===== config.mk =====
export PLATFORM = sky130hd
export DESIGN_NAME = updown_sat_counter
export DESIGN_NICKNAME = d
export VERILOG_FILES = /design/src/rtl/updown_sat_counter.sv
export SDC_FILE = /design/constraint.sdc
export NUM_CORES = 1
export LEC_CHECK = 0
export BUFFER_PORTS_ARGS = -buffer_cell sky130_fd_sc_hd__buf_2
export CAP_MARGIN = 20
export CELL_PAD_IN_SITES_DETAIL_PLACEMENT = 0
export CELL_PAD_IN_SITES_GLOBAL_PLACEMENT = 1
export CORE_ASPECT_RATIO = 0.6
export CORE_MARGIN = 1
export CORE_UTILIZATION = 36
export CTS_CLUSTER_SIZE = 24
export DETAILED_ROUTE_END_ITERATION = 10
export PLACE_DENSITY_LB_ADDON = 0.05
export RECOVER_POWER = 100
export SYNTH_ARGS = -nofsm -noshare
export SYNTH_HDL_FRONTEND = slang
export SYNTH_SLANG_ARGS = --single-unit
export TNS_END_PERCENT = 100

===== constraint.sdc =====
create_clock -name clk -period 3.05 [get_ports clk]
set_input_delay 0 -clock clk [delete_from_list [all_inputs] [get_ports clk]]
set_output_delay 0 -clock clk [all_outputs]
set_load 0.02 [all_outputs]

===== src/rtl/updown_sat_counter.sv =====
// Parameterised up/down counter with programmable step, synchronous load,
// run-time saturate/wrap selection, zero/max flags and overflow/underflow pulses.
// Optional macro UPDOWN_EDGE_DETECT_EN: inc/dec act only on their 0->1 transitions.
module updown_sat_counter #(
  parameter int unsigned           WIDTH       = 6,
  parameter int unsigned           STEP_W      = 3,
  parameter logic [WIDTH-1:0]      RESET_VALUE = WIDTH'(60)
) (
  input  logic              clk,
  input  logic              reset,
  input  logic              en,
  input  logic              inc,
  input  logic              dec,
  input  logic              load,
  input  logic [WIDTH-1:0]  load_value,
  input  logic [STEP_W-1:0] step,
  input  logic              wrap_mode,
  output logic [WIDTH-1:0]  count,
  output logic              zero,
  output logic              max,
  output logic              underflow,
  output logic              overflow
);

  localparam logic [WIDTH-1:0] MAX_VAL = '1;

  logic             inc_req, dec_req;
  logic [WIDTH:0]   step_ext, sum, diff;
  logic [WIDTH-1:0] count_nxt;
  logic             ovf_nxt, unf_nxt;

`ifdef UPDOWN_EDGE_DETECT_EN
  logic inc_q, dec_q;

  // History tracks the raw levels every cycle, regardless of en or load.
  always_ff @(posedge clk or negedge reset) begin
    if (!reset) begin
      inc_q <= 1'b0;
      dec_q <= 1'b0;
    end else begin
      inc_q <= inc;
      dec_q <= dec;
    end
  end

  assign inc_req = inc & ~inc_q;
  assign dec_req = dec & ~dec_q;
`else
  assign inc_req = inc;
  assign dec_req = dec;
`endif

  // One extra bit holds the carry (sum) or borrow (diff) out of the count.
  assign step_ext = {{(WIDTH + 1 - STEP_W){1'b0}}, step};
  assign sum      = {1'b0, count} + step_ext;
  assign diff     = {1'b0, count} - step_ext;

  always_comb begin
    count_nxt = count;
    ovf_nxt   = 1'b0;
    unf_nxt   = 1'b0;
    if (load) begin
      count_nxt = load_value;
    end else if (en && (inc_req ^ dec_req)) begin
      if (inc_req) begin
        if (!sum[WIDTH]) begin
          count_nxt = sum[WIDTH-1:0];
        end else begin
          count_nxt = wrap_mode ? sum[WIDTH-1:0] : MAX_VAL;
          ovf_nxt   = 1'b1;
        end
      end else begin
        if (!diff[WIDTH]) begin
          count_nxt = diff[WIDTH-1:0];
        end else begin
          count_nxt = wrap_mode ? diff[WIDTH-1:0] : '0;
          unf_nxt   = 1'b1;
        end
      end
    end
  end

  always_ff @(posedge clk or negedge reset) begin
    if (!reset) begin
      count     <= RESET_VALUE;
      overflow  <= 1'b0;
      underflow <= 1'b0;
    end else begin
      count     <= count_nxt;
      overflow  <= ovf_nxt;
      underflow <= unf_nxt;
    end
  end

  assign zero = (count == '0);
  assign max  = (count == MAX_VAL);

endmodule


==> impl_results.rst <==
.. list-table::
   :header-rows: 1

   * - Metric
     - Value
   * - Prevailing post-synth register cell
     - sky130_fd_sc_hd__dfstp_2
   * - Number of violations of the max-capacitance limit
     - 0
   * - Register area share after synthesis
     - 24.01%
   * - Arrival time at the worst endpoint
     - 2740 ps
   * - Count of input and output buffers
     - 25
   * - Mean instance size in the synthesized netlist
     - 8.461 µm²
   * - Residual antenna-violating net count after detailed routing
     - 0
   * - Proportion of synthesized flip-flops having asynchronous set or reset
     - 100.0%
   * - GRT overflow
     - 0
   * - Post-CTS setup buffers
     - 0
   * - Wire length of the first global-routing pass
     - 3539 µm
   * - Initial core utilization
     - 38.92%
   * - Outcome
     - finished, final reports clean
   * - Setup-violating endpoint count in the final report
     - 0
   * - Global routing usage summed across all routing layers
     - 19.51%
   * - Placed wire-length estimate
     - 1901 µm
   * - FF/Latch Area
     - 205.2 µm²
   * - Clock tree from TritonCTS
     - done
   * - CP max FO
     - 8
   * - Antenna violations before repair
     - 0
   * - Num CTS Buffers
     - 3
   * - Kind of capture point of the worst setup path
     - register
   * - Clk_lat worst skew
     - 220 ps
   * - I/O pin count
     - 26
   * - DR WL/cell
     - 15.12 µm
   * - Number of gates resized after CTS
     - 0
   * - Number of endpoints with negative hold slack in the final report
     - 0
   * - CP Cell Sequence
     - ha_1, nand2b_1, a211oi_1, o31ai_1, a222oi_1, a311o_1
   * - Fillcell total
     - 234
   * - Count of antenna diodes in the layout
     - 0
   * - Pins Over Slew Limit
     - 0
   * - Post-synthesis net count
     - 125
   * - # nets final
     - 151
   * - Num Clock Sinks
     - 8
   * - Warning count from the yosys run
     - 0
   * - Cell area after technology mapping
     - 854.6 µm²
   * - Sum of negative setup slack
     - 0 ps
   * - Largest voltage drop on the vdd net
     - 0.1320 mV
   * - Final routed wirelength across all metal layers
     - 2358 µm
   * - Yosys top cell area share
     - 12.30%
   * - Die outline area
     - 0.002579 mm²
   * - Critical Path Start Type
     - register
   * - Largest net degree at the start of global routing
     - 19
   * - First-pass iteration count of the detailed router
     - 4
   * - Width of the die
     - 64.90 µm
   * - Slew of the pin with the lowest slew margin
     - 587.5 ps
   * - Achievable clock frequency
     - 387.5 MHz
   * - Starting DRT DRC Count
     - 64
   * - Period Utilization, post-route
     - 84.60%
   * - Drt drc
     - 0
   * - Crit Path Category
     - reg2reg
   * - Post-synthesis sequential element count
     - 8
   * - Area taken by multi-input logic gates
     - 559.3 µm²
   * - Setup repair after global routing missed its margin
     - no
   * - Headroom to the max-slew limit
     - 60.83%
   * - Maximum level of the CTS H-tree
     - 1
   * - Via count
     - 838
   * - Post-synth cell types
     - 45
   * - Fraction of layout cells with a size suffix above 1
     - 18.25%
   * - Type of the tightest min-delay check
     - in2reg
   * - Register-to-Register Setup Slack
     - 470 ps
   * - Synth area leaders
     - sky130_fd_sc_hd__dfstp_2 12%, sky130_fd_sc_hd__dfrtp_1 12%, sky130_fd_sc_hd__ha_1 8.8%
   * - Commonest cells in the synthesized netlist
     - 8 x sky130_fd_sc_hd__inv_1, 8 x sky130_fd_sc_hd__nand2_1, 8 x sky130_fd_sc_hd__nor2_1, 6 x sky130_fd_sc_hd__a21oi_1, 6 x sky130_fd_sc_hd__ha_1
   * - Slowest library cell on the worst path
     - sky130_fd_sc_hd__dfstp_1
   * - Post-CTS clock slew at the launch and capture registers of the worst setup and hold paths
     - 40 ps
   * - DR vias/cell
     - 5.372
   * - Number of buffers on the longest clock path
     - 2
   * - Vias in the first global route
     - 692
   * - P_leak
     - 0.4425 nW
   * - Power density normalized to cell area
     - 498.0 mW/mm²
   * - Area growth, synth to finish
     - 18.74%
   * - Data required time of the critical path
     - 3200 ps
   * - Root buffer cell
     - sky130_fd_sc_hd__clkbuf_8
   * - Util after Layout
     - 46.21%
   * - Crit path time final
     - 2580 ps
   * - Placement row count
     - 13
   * - Worst Clk Skew
     - 2.616 ps
   * - Leading area contributor after synthesis
     - sky130_fd_sc_hd__dfstp_2
   * - Number of enable flip-flop cells after synthesis
     - 0
   * - Gate Count Post-Synth
     - 101
   * - Y dimension of the die
     - 39.74 µm
   * - Final weighted congestion in routability-driven placement
     - 0.8887
   * - Highest cell delay on the worst timing path
     - 640 ps
   * - Floorplan Core Area
     - 0.002196 mm²
-- metal layers --
layer | global-route usage (%) | share of wire [%] | up-vias
met4 | 6.667 | 0.68 | 0
met2 | 24.74 | 36 | 30
li1 | - | - | 421
met1 | 30.85 | 56 | 385
met5 | 0 | 0 | -
met3 | 3.198 | 7.9 | 2
-- stage by stage --
stage / power, mW / worst slack (ps) / cell area, µm² / hold slack (ps) / cells
6_report: 0.5054 / 469.6 / 1015 / 13.21 / 156
5_1_grt: 0.5429 / 337.3 / 1015 / 15.64 / 156
4_1_cts: 0.5157 / 648.1 / 1041 / 12.10 / 156
3_5_place_dp: 0.3826 / 666.0 / 975.9 / -154.7 / 150
3_3_place_gp: 0.3832 / 730.3 / 975.9 / -155.4 / 150
2_1_floorplan: 0.3232 / 702.2 / 854.6 / -295.6 / 101
-- path summary, 6_finish.rpt --
path	cells past startpoint	start	end
worst max-delay path	6	count[2]	count[3]
worst min-delay path	2	load_value[0]	count[0]
worst max register to register	6	count[2]	count[3]
worst min register to register	2	count[5]	count[5]
max in group asynchronous	2	reset	count[5]
min in group asynchronous	2	reset	count[0]
-- where the power goes --
part	switching (mW)	total (mW)	internal (mW)
registers	0.0363	0.163	0.127
logic	0.129	0.213	0.0840
clock network	0.0386	0.129	0.0903
-- sequential cells by signal, summed over array words and instances, names as in the netlist --
name	count
overflow	1
underflow	1
count	6
-- timing repair --
item	in CTS	in global routing
setup endpoints to repair	0	0
hold endpoints to repair	9	0
hold buffers	2	0
-- critical path: cells and delay by family (launching register included) --
kind / cells / cell delay [ps]
flops: 1 / 640
compound gates: 4 / 1250
fa+ha+maj: 1 / 390
simple gates: 1 / 230
-- cell usage in the layout, fill, tap and decap left out, types with 3 or more instances in the layout --
cell                       count
sky130_fd_sc_hd__nor2_1        8
sky130_fd_sc_hd__o21ai_0       4
sky130_fd_sc_hd__buf_2        16
sky130_fd_sc_hd__a21oi_1       6
sky130_fd_sc_hd__nor3_1        5
sky130_fd_sc_hd__clkbuf_8      3
sky130_fd_sc_hd__inv_1         8
sky130_fd_sc_hd__dfstp_1       3
sky130_fd_sc_hd__nand2_1       8
sky130_fd_sc_hd__ha_1          6
sky130_fd_sc_hd__dfrtp_1       4
sky130_fd_sc_hd__a211oi_1      4
sky130_fd_sc_hd__a21o_1        3
sky130_fd_sc_hd__clkbuf_1     10
-- cells by family (layout without fill, tap and decap cells) --
logic type                 count (synthesis)  after routing  share of synthesized area [%]
and+or+nand+nor                           33             33                          20.50
AOI/OAI and AO/OA                         31             31                          26.50
buffers and inverters                     15             40                          8.783
adders and majority gates                  8              8                          13.47
DFF                                        8              8                          24.01
xor gates and xnor gates                   3              3                          3.075
muxes                                      3              3                          3.660
-- layout make-up --
cell class	count	area share, %
tap	30	3.699
inverter	9	3.329
multi-input combinational	78	55.12
clock buffer	4	4.439
sequential	8	20.22
timing repair buffer	27	13.19
(Power assumes the default switching activity.)
